`config.mk`:
```
export PLATFORM = sky130hd
export DESIGN_NAME = gb_oam_dma_arbiter_flat
export DESIGN_NICKNAME = d
export VERILOG_FILES = /design/src/rtl/gb_oam_dma_arbiter_if.sv /design/src/rtl/gb_oam_dma_arbiter.sv /design/src/flat_wrapper.sv
export SDC_FILE = /design/constraint.sdc
export NUM_CORES = 1
export LEC_CHECK = 0
export BUFFER_PORTS_ARGS = -buffer_cell sky130_fd_sc_hd__buf_2
export CORE_MARGIN = 2
export CORE_UTILIZATION = 40
export CTS_CLUSTER_SIZE = 16
export DETAILED_ROUTE_END_ITERATION = 10
export PLACE_DENSITY = 0.77
export RECOVER_POWER = 100
export SETUP_SLACK_MARGIN = 0.05
export SYNTH_ARGS = -nofsm -noshare
export SYNTH_HDL_FRONTEND = slang
export SYNTH_SLANG_ARGS = --single-unit
```
`constraint.sdc`:
```
create_clock -name clk -period 2.22 [get_ports clk]
set_input_delay 0.111 -clock clk [delete_from_list [all_inputs] [get_ports clk]]
set_output_delay 0.111 -clock clk [all_outputs]
set_load 0.03 [all_outputs]
```
`src/rtl/gb_oam_dma_arbiter_if.sv`:
```
// Bus bundle for gb_oam_dma_arbiter: CPU side, external memory side, HRAM side and DMA status.
// The arbiter takes the slave modport; the CPU/memory environment takes the master modport.
interface gb_oam_dma_arbiter_if;
    logic [15:0] cpu_addr_i;
    logic [7:0]  cpu_wdata_i;
    logic        cpu_wr_i;
    logic [7:0]  cpu_rdata_o;
    logic [15:0] mem_addr_o;
    logic [7:0]  mem_wdata_o;
    logic        mem_wr_o;
    logic [7:0]  mem_rdata_i;
    logic [6:0]  hram_addr_o;
    logic [7:0]  hram_wdata_o;
    logic        hram_wr_o;
    logic [7:0]  hram_rdata_i;
    logic        dma_active_o;
    logic [7:0]  reg_dma_o;

    modport slave (
        input  cpu_addr_i, cpu_wdata_i, cpu_wr_i, mem_rdata_i, hram_rdata_i,
        output cpu_rdata_o, mem_addr_o, mem_wdata_o, mem_wr_o,
               hram_addr_o, hram_wdata_o, hram_wr_o, dma_active_o, reg_dma_o
    );

    modport master (
        output cpu_addr_i, cpu_wdata_i, cpu_wr_i, mem_rdata_i, hram_rdata_i,
        input  cpu_rdata_o, mem_addr_o, mem_wdata_o, mem_wr_o,
               hram_addr_o, hram_wdata_o, hram_wr_o, dma_active_o, reg_dma_o
    );
endinterface

```
`src/rtl/gb_oam_dma_arbiter.sv`:
```
// OAM DMA engine (FF46) and external bus arbiter; HRAM stays reachable by the CPU during DMA.
// Optional DMA_BUS_CONFLICT_EN: blocked CPU reads return the byte the engine is moving instead of FF.
module gb_oam_dma_arbiter #(
    parameter int unsigned DMA_LEN     = 160,
    parameter int unsigned START_DELAY = 1
) (
    input  logic                 clk,
    input  logic                 reset,
    gb_oam_dma_arbiter_if.slave  bus
);

    typedef enum logic [1:0] {S_IDLE, S_DELAY, S_RD, S_WR} state_t;

    localparam logic [7:0] LAST_IDX   = 8'(DMA_LEN - 1);
    localparam logic [3:0] DELAY_LOAD = 4'((START_DELAY == 0) ? 0 : START_DELAY - 1);

    state_t      r_state;
    logic [7:0]  r_idx;
    logic [7:0]  r_src;
    logic [7:0]  r_latch;
    logic [7:0]  r_reg_dma;
    logic [3:0]  r_cnt;
    logic        r_active;

    logic        w_hram;
    logic        w_ff46;
    logic        w_ff46_wr;
    logic [15:0] w_mem_addr;
    logic [7:0]  w_mem_wdata;
    logic        w_mem_wr;
    logic        w_hram_wr;
    logic [7:0]  w_cpu_rdata;

    assign w_hram    = (bus.cpu_addr_i >= 16'hFF80) && (bus.cpu_addr_i != 16'hFFFF);
    assign w_ff46    = (bus.cpu_addr_i == 16'hFF46);
    assign w_ff46_wr = w_ff46 && bus.cpu_wr_i;

    always_ff @(posedge clk or posedge reset) begin
        if (reset) begin
            r_state   <= S_IDLE;
            r_idx     <= '0;
            r_src     <= '0;
            r_latch   <= '0;
            r_reg_dma <= '0;
            r_cnt     <= '0;
            r_active  <= 1'b0;
        end else begin
            if (r_state == S_RD)
                r_latch <= bus.mem_rdata_i;
            // An FF46 write preempts every other transition, including the final WR -> IDLE.
            if (w_ff46_wr) begin
                r_reg_dma <= bus.cpu_wdata_i;
                r_src     <= (bus.cpu_wdata_i >= 8'hE0) ? (bus.cpu_wdata_i & 8'hDF) : bus.cpu_wdata_i;
                r_idx     <= '0;
                r_cnt     <= DELAY_LOAD;
                if (START_DELAY == 0) begin
                    r_state  <= S_RD;
                    r_active <= 1'b1;
                end else begin
                    r_state  <= S_DELAY;
                    r_active <= 1'b0;
                end
            end else begin
                case (r_state)
                    S_IDLE: r_active <= 1'b0;
                    S_DELAY: begin
                        if (r_cnt == '0) begin
                            r_state  <= S_RD;
                            r_active <= 1'b1;
                        end else begin
                            r_cnt <= r_cnt - 4'd1;
                        end
                    end
                    S_RD: begin
                        r_state  <= S_WR;
                        r_active <= 1'b1;
                    end
                    S_WR: begin
                        if (r_idx == LAST_IDX) begin
                            r_state  <= S_IDLE;
                            r_idx    <= '0;
                            r_active <= 1'b0;
                        end else begin
                            r_state  <= S_RD;
                            r_idx    <= r_idx + 8'd1;
                            r_active <= 1'b1;
                        end
                    end
                    default: begin
                        r_state  <= S_IDLE;
                        r_active <= 1'b0;
                    end
                endcase
            end
        end
    end

    always_comb begin
        w_mem_addr  = bus.cpu_addr_i;
        w_mem_wdata = bus.cpu_wdata_i;
        w_mem_wr    = bus.cpu_wr_i && !w_hram && !w_ff46;
        if (r_active) begin
            w_mem_wdata = r_latch;
            w_mem_wr    = (r_state == S_WR);
            w_mem_addr  = (r_state == S_RD) ? {r_src, r_idx} : (16'hFE00 + {8'h00, r_idx});
        end
        if (reset)
            w_mem_wr = 1'b0;
        w_hram_wr = bus.cpu_wr_i && w_hram && !reset;

        if (w_hram)
            w_cpu_rdata = bus.hram_rdata_i;
        else if (w_ff46)
            w_cpu_rdata = r_reg_dma;
        else if (r_active) begin
`ifdef DMA_BUS_CONFLICT_EN
            w_cpu_rdata = (r_state == S_RD) ? bus.mem_rdata_i : r_latch;
`else
            w_cpu_rdata = 8'hFF;
`endif
        end else
            w_cpu_rdata = bus.mem_rdata_i;
    end

    assign bus.mem_addr_o   = w_mem_addr;
    assign bus.mem_wdata_o  = w_mem_wdata;
    assign bus.mem_wr_o     = w_mem_wr;
    assign bus.hram_addr_o  = bus.cpu_addr_i[6:0];
    assign bus.hram_wdata_o = bus.cpu_wdata_i;
    assign bus.hram_wr_o    = w_hram_wr;
    assign bus.cpu_rdata_o  = w_cpu_rdata;
    assign bus.dma_active_o = r_active;
    assign bus.reg_dma_o    = r_reg_dma;

endmodule

```
`src/flat_wrapper.sv`:
```
// flat-port wrapper written by rule: the top's interface ports become plain ports
module gb_oam_dma_arbiter_flat 
#(
    parameter int unsigned DMA_LEN     = 160,
    parameter int unsigned START_DELAY = 1
)
  (clk, reset, bus_cpu_addr_i, bus_cpu_wdata_i, bus_cpu_wr_i, bus_mem_rdata_i, bus_hram_rdata_i, bus_cpu_rdata_o, bus_mem_addr_o, bus_mem_wdata_o, bus_mem_wr_o, bus_hram_addr_o, bus_hram_wdata_o, bus_hram_wr_o, bus_dma_active_o, bus_reg_dma_o);
  gb_oam_dma_arbiter_if bus_i ();
  input  logic clk;
  input  logic reset;
  input wire logic [$bits(bus_i.cpu_addr_i)-1:0] bus_cpu_addr_i;
  input wire logic [$bits(bus_i.cpu_wdata_i)-1:0] bus_cpu_wdata_i;
  input wire logic [$bits(bus_i.cpu_wr_i)-1:0] bus_cpu_wr_i;
  input wire logic [$bits(bus_i.mem_rdata_i)-1:0] bus_mem_rdata_i;
  input wire logic [$bits(bus_i.hram_rdata_i)-1:0] bus_hram_rdata_i;
  output wire logic [$bits(bus_i.cpu_rdata_o)-1:0] bus_cpu_rdata_o;
  output wire logic [$bits(bus_i.mem_addr_o)-1:0] bus_mem_addr_o;
  output wire logic [$bits(bus_i.mem_wdata_o)-1:0] bus_mem_wdata_o;
  output wire logic [$bits(bus_i.mem_wr_o)-1:0] bus_mem_wr_o;
  output wire logic [$bits(bus_i.hram_addr_o)-1:0] bus_hram_addr_o;
  output wire logic [$bits(bus_i.hram_wdata_o)-1:0] bus_hram_wdata_o;
  output wire logic [$bits(bus_i.hram_wr_o)-1:0] bus_hram_wr_o;
  output wire logic [$bits(bus_i.dma_active_o)-1:0] bus_dma_active_o;
  output wire logic [$bits(bus_i.reg_dma_o)-1:0] bus_reg_dma_o;
  assign bus_i.cpu_addr_i = bus_cpu_addr_i;
  assign bus_i.cpu_wdata_i = bus_cpu_wdata_i;
  assign bus_i.cpu_wr_i = bus_cpu_wr_i;
  assign bus_i.mem_rdata_i = bus_mem_rdata_i;
  assign bus_i.hram_rdata_i = bus_hram_rdata_i;
  assign bus_cpu_rdata_o = bus_i.cpu_rdata_o;
  assign bus_mem_addr_o = bus_i.mem_addr_o;
  assign bus_mem_wdata_o = bus_i.mem_wdata_o;
  assign bus_mem_wr_o = bus_i.mem_wr_o;
  assign bus_hram_addr_o = bus_i.hram_addr_o;
  assign bus_hram_wdata_o = bus_i.hram_wdata_o;
  assign bus_hram_wr_o = bus_i.hram_wr_o;
  assign bus_dma_active_o = bus_i.dma_active_o;
  assign bus_reg_dma_o = bus_i.reg_dma_o;
  gb_oam_dma_arbiter #(.DMA_LEN(DMA_LEN), .START_DELAY(START_DELAY)) u_core (.clk(clk), .reset(reset), .bus(bus_i));
endmodule
```
==> metrics.yaml, run 1 <==
outcome:
  status: "complete, no violations"
pwr:
  power_leakage_nw: 1.23
  peakVddDrop_mv: 0.537
  p_per_area_mw_per_mm2: 1260
logic_synthesis:
  yosysSeqAreaShare_pct: 34.6
  synth_edf_count: 0
  ys.flop_type: "dfrtp_1"
  syn-cell-area_sq_mm: 0.00231
  async_flop_share_pct: 100
  synth.net_count: 275
  synth.avg_cell_area_sq_um: 10.3
  yosysWarningCount: 0
  ys_types: 42
  ys_ff_latch: 32
  synthCells: 225
floorplan:
  die_h_microns: 80.1
  start_util_pct: 41.8
  rows: 27
  core-area_sq_mm: 0.00554
  die_x_microns: 80.1
  num_io_pins: 101
  dieArea_sq_mm: 0.00641
sta:
  rsz0062_at_grt: "no"
  clock_skew_ns: 0.00479
  finalCritPeriodShare_pct: 89.7
  slew_headroom_pct: 24.6
  fin_crit_ns: 1.99
  hold_viol: 0
  worstMarginPinSlew_ns: 1.13
  fin_ws_ns: 0.228
  tns_ns: 0
  setup_violations: 0
  clock.fmax_mhz: 502
  slew_violations: 0
finish:
  antenna_cells: 0
  final_cells: 376
  area_growth_pct: 15.4
  fillCellCount: 548
  layout-drive-gt1-share_pct: 31.3
  nets: 354
  final_cell_area_sq_mm: 0.00267
cts:
  cts_tree: "yes"
  cts_root_buffer: "clkbuf_8"
  cts_buffers: 5
  clock_latency_ns: 0.28
  htreeDepth: 2
  cts.sink_count: 32
  clk_pin_slew_ns: 0.06
  clockBufferDepth: 2
global_routing:
  grt_pass1_wl_mm: 8.91
  antenna_found_initial: 0
  grt_max_degree: 36
  overflow: 0
  grt_usage_pct: 18.1
  grt_pass1_vias: 1893
route:
  remaining_drc_errors: 0
  drt_iter0_drc: 120
  drtAntennaViolNets: 0
  wirelength_mm: 5.82
  vias: 1937
  wl_per_cell_microns: 15.5
  first_pass_iters: 4
  viasPerCell: 5.15
min_path:
  hold_path.class: "in -> reg"
place:
  io_buffer_count: 100
  place.gp.congestion: 0.754
  place_ws_ns: 0.427
  dp_hpwl_mm: 4.40
  dp_cells: 368
  placedInstanceArea_sq_mm: 0.00269
setup_path:
  cpPeakStageDelay_ns: 0.64
  critPathCaptureType: "output port"
  crit_fanout: 8
  path_buf_inv: 2
  cp_cell_sequence: "buf_2 > and4_1 > nand3_1 > nor2_1 > mux2_2 > clkbuf_1"
  crit_slowest_cell: "nor2_1"
  startpoint_type: "input port"
  crit_arrival_ns: 1.88
  crit_type: "in -> out"
  crit_family: "simple AND/OR/NAND/NOR gates"
  cp.required_ns: 2.11
flow_run:
  max_cap_viol_count: 0
[sequential cells by signal, indices dropped and copies added, names as in the netlist]
name / flops
u_core.r_cnt: 4
u_core.bus.dma_active_o: 1
u_core.bus.reg_dma_o: 8
u_core.r_src: 1
u_core.r_state: 2
u_core.r_latch: 8
u_core.r_idx: 8
[synthesized netlist by cell type (2+ instances only)]
cell / n / area (sq um)
inv_1: 16 / 60.1
nor3_1: 3 / 15.0
and3_1: 2 / 12.5
nor2_1: 20 / 75.1
buf_2: 3 / 15.0
a41oi_1: 3 / 26.3
nand4_1: 4 / 25.0
clkbuf_1: 3 / 11.3
nand2_1: 8 / 30.0
o22a_1: 6 / 52.6
a21oi_1: 5 / 25.0
xor2_1: 5 / 43.8
mux2_4: 4 / 60.1
mux2_2: 37 / 417
dfrtp_1: 32 / 801
mux2i_1: 10 / 100
ha_1: 7 / 87.6
a311oi_1: 3 / 26.3
nand3_1: 7 / 35.0
buf_1: 2 / 7.51
buf_4: 22 / 165
and4_1: 2 / 17.5
buf_6: 2 / 22.5
[placed cells by master, fill, tap and decap left out, drive strengths merged, types with 3 or more instances in the layout]
master	count
ha	7
clkbuf	65
o22a	6
dfrtp	32
buf	45
a41oi	3
mux2	41
a311oi	3
xor2	5
a21oi	6
nor2	22
nor3	3
nand2	8
inv	16
nand4	4
mux2i	10
nand3	7
[repair_timing]
action	4_1_cts	5_1_grt
hold endpoints to repair	19	0
buffers inserted	0	0
resized for setup	0	0
hold buffers	1	0
[logic make-up after synthesis]
kind of cell | after synthesis | synth area share [%]
and+or+nand+nor | 55 | 13.0
muxes | 51 | 24.9
buffers and inverters | 49 | 13.0
DFF | 32 | 34.6
AOI/OAI and AO/OA | 25 | 8.38
adders and majority gates | 7 | 3.78
xor gates and xnor gates | 6 | 2.27
[final timing paths]
kind,startpoint,end,slack [ns],depth (start not counted)
max in group asynchronous,reset,u_core.r_latch[5]$_DFFE_PP0P_,0.60,4
max reg2reg,u_core.r_state[1]$_DFFE_PP0P_,u_core.r_idx[5]$_DFFE_PP0P_,0.33,5
min in group asynchronous,reset,u_core.bus.reg_dma_o[4]$_DFFE_PP0P_,0.55,3
min reg2reg,u_core.r_latch[7]$_DFFE_PP0P_,u_core.r_latch[7]$_DFFE_PP0P_,0.51,1
min,bus_cpu_wdata_i[2],u_core.bus.reg_dma_o[2]$_DFFE_PP0P_,0.08,2
max,bus_cpu_addr_i[12],bus_cpu_rdata_o[2],0.23,6
[final cells by class]
| type | count | area, sq um | share of cell area (%) |
|---|---|---|---|
| multi-input combinational | 144 | 1180 | 44.1 |
| sequential | 32 | 801 | 30.0 |
| timing repair buffer | 105 | 464 | 17.4 |
| tap | 72 | 90.1 | 3.37 |
| clock buffer | 6 | 72.6 | 2.72 |
| inverter | 16 | 60.1 | 2.25 |
| clock inverter | 1 | 5.00 | 0.187 |
[metrics by stage]
step,hold WS (ns),power [W],utilization (%)
6_report,0.0815,0.00337,48.2
3_3_place_gp,0.305,0.00301,48.6
2_1_floorplan,0.227,0.00252,-
3_5_place_dp,0.301,0.00305,48.6
4_1_cts,0.0734,0.00347,50.2
5_1_grt,0.0840,0.00357,48.2
[where the power goes]
group	leakage (nW)	total (W)	internal, W	switching (W)
Combinational	0.807	0.00207	0.000695	0.00138
Sequential	0.383	0.000883	0.000740	0.000144
Clock	0.0410	0.000412	0.000213	0.000200
Total	1.23	0.00337	0.00165	0.00172
[routing by layer]
metal	vias to the layer above	GRT usage, %	share of wire, %	wire, microns
li1	931	-	-	-
met1	923	20.8	42	2460
met2	77	32.7	49	2850
met3	6	5.17	7.6	445
met4	0	5.08	1.1	63
met5	-	0	0	0
No activity file was read; power rests on OpenSTA's default activity.
==> inputs of run 2 (changes only) <==
CORE_UTILIZATION = 35   (was 40)
PLACE_DENSITY = 0.7   (was 0.77)
==> metrics.yaml, run 2 (synthesis gave the netlist of run 1 again) <==
outcome:
  status: "complete, no violations"
global_routing:
  overflow: 0
  grt_usage_pct: 15.1
  grt_pass1_vias: 1820
  grt_pass1_wl_mm: 8.75
  antenna_found_initial: 0
  grt_max_degree: 27
setup_path:
  crit_type: "reg -> out"
  cpPeakStageDelay_ns: 0.49
  crit_fanout: 26
  critPathCaptureType: "output port"
  crit_arrival_ns: 1.86
  cp.required_ns: 2.11
  startpoint_type: "flip-flop"
  crit_slowest_cell: "clkbuf_2"
  cp_cell_sequence: "clkbuf_2 > nor2_1 > mux2i_1 > mux2_2 > clkbuf_1"
sta:
  slew_headroom_pct: 26.8
  setup_violations: 0
  worstMarginPinSlew_ns: 1.10
  finalCritPeriodShare_pct: 88.8
  slew_violations: 0
  clock_skew_ns: 0.00491
  clock.fmax_mhz: 507
  tns_ns: 0
  rsz0062_at_grt: "no"
  fin_ws_ns: 0.248
  hold_viol: 0
  fin_crit_ns: 1.97
route:
  vias: 1926
  first_pass_iters: 4
  viasPerCell: 5.02
  wl_per_cell_microns: 14.6
  drtAntennaViolNets: 0
  remaining_drc_errors: 0
  wirelength_mm: 5.59
  drt_iter0_drc: 124
finish:
  antenna_cells: 0
  mostFrequentLayoutCell: "clkbuf_1"
  utilization_pct: 42.8
  final_cell_area_sq_mm: 0.00273
  area_growth_pct: 18.0
  nets: 356
  final_cells: 384
  layout_common_cells: "clkbuf_1 (54), buf_2 (44), mux2_2 (37), dfrtp_1 (32), nor2_1 (20)"
  layout-drive-gt1-share_pct: 34.2
floorplan:
  num_io_pins: 101
  rows: 29
  start_util_pct: 36.2
  die_x_microns: 85.3
  dieArea_sq_mm: 0.00728
  core-area_sq_mm: 0.00639
  die_h_microns: 85.3
place:
  place.gp.congestion: 0.781
  dp_hpwl_mm: 4.33
  placedInstanceArea_sq_mm: 0.00272
  place_ws_ns: 0.418
  dp_cells: 375
  io_buffer_count: 100
cts:
  cts_buffers: 5
  htreeDepth: 2
  cts_tree: "yes"
  clockBufferDepth: 2
  cts_root_buffer: "clkbuf_8"
  cts_setup_buffers: 0
  clk_pin_slew_ns: 0.06
  clock_latency_ns: 0.29
  cts.sink_count: 32
flow_run:
  max_cap_viol_count: 0
pwr:
  peakVddDrop_mv: 0.748
  power_leakage_nw: 1.26
  p_per_area_mw_per_mm2: 1290
min_path:
  hold_path.class: "in -> reg"
## run 2: metal layers
| layer | vias to the layer above | wire length (microns) | track usage [%] |
|---|---|---|---|
| li1 | 939 | - | - |
| met1 | 921 | 2400 | 19.4 |
| met2 | 60 | 2760 | 25.4 |
| met3 | 6 | 377 | 3.89 |
| met4 | 0 | 54 | 3.90 |
| met5 | - | 0 | 0 |
## run 2: metrics by stage
stage               power (W)  hold slack (ns)
finish                0.00353           0.0759
global route          0.00374           0.0649
CTS                   0.00364           0.0668
detailed placement    0.00308            0.229
global placement      0.00306            0.224
floorplan             0.00252            0.227
## run 2: final timing paths
kind	from	slack (ns)	cells after the start	end
worst max-delay path	u_core.bus.dma_active_o$_DFFE_PP0P_	0.25	5	bus_cpu_rdata_o[4]
worst min-delay path	bus_mem_rdata_i[3]	0.08	2	u_core.r_latch[3]$_DFFE_PP0P_
worst max register to register	u_core.r_idx[0]$_DFFE_PP0P_	0.35	5	u_core.r_idx[5]$_DFFE_PP0P_
worst min register to register	u_core.r_latch[2]$_DFFE_PP0P_	0.50	1	u_core.r_latch[2]$_DFFE_PP0P_
max in group asynchronous	reset	0.49	4	u_core.bus.reg_dma_o[6]$_DFFE_PP0P_
min in group asynchronous	reset	0.45	3	u_core.r_idx[0]$_DFFE_PP0P_
## run 2: layout make-up
type	count	area, sq um
well taps	77	96.3
clock inverters	2	35.0
clock buffers	6	72.6
flip-flops and latches	32	801
fillers	651	3650
inverters	16	60.1
repair buffers	107	477
multi-input cells	144	1190
## run 2: what timing repair did
| action | in CTS | in global routing |
|---|---|---|
| endpoints found under the hold margin | 14 | 0 |
| setup endpoints to repair | 0 | 7 |
| hold buffers | 1 | 0 |
| resized for setup | 0 | 1 |
## run 2: where the power goes
group	leakage (nW)	total [W]	internal (W)	switching, W
registers	0.383	0.000877	0.000739	0.000138
clock network	0.0552	0.000545	0.000333	0.000213
logic	0.824	0.00211	0.000716	0.00139
total	1.26	0.00353	0.00179	0.00174
## run 2: worst max-delay path, delay by kind of cell (launching register included)
family,cells,cell delay (ns)
buf+inv,2,0.80
flops,1,0.34
mux,2,0.31
simple gates,1,0.12
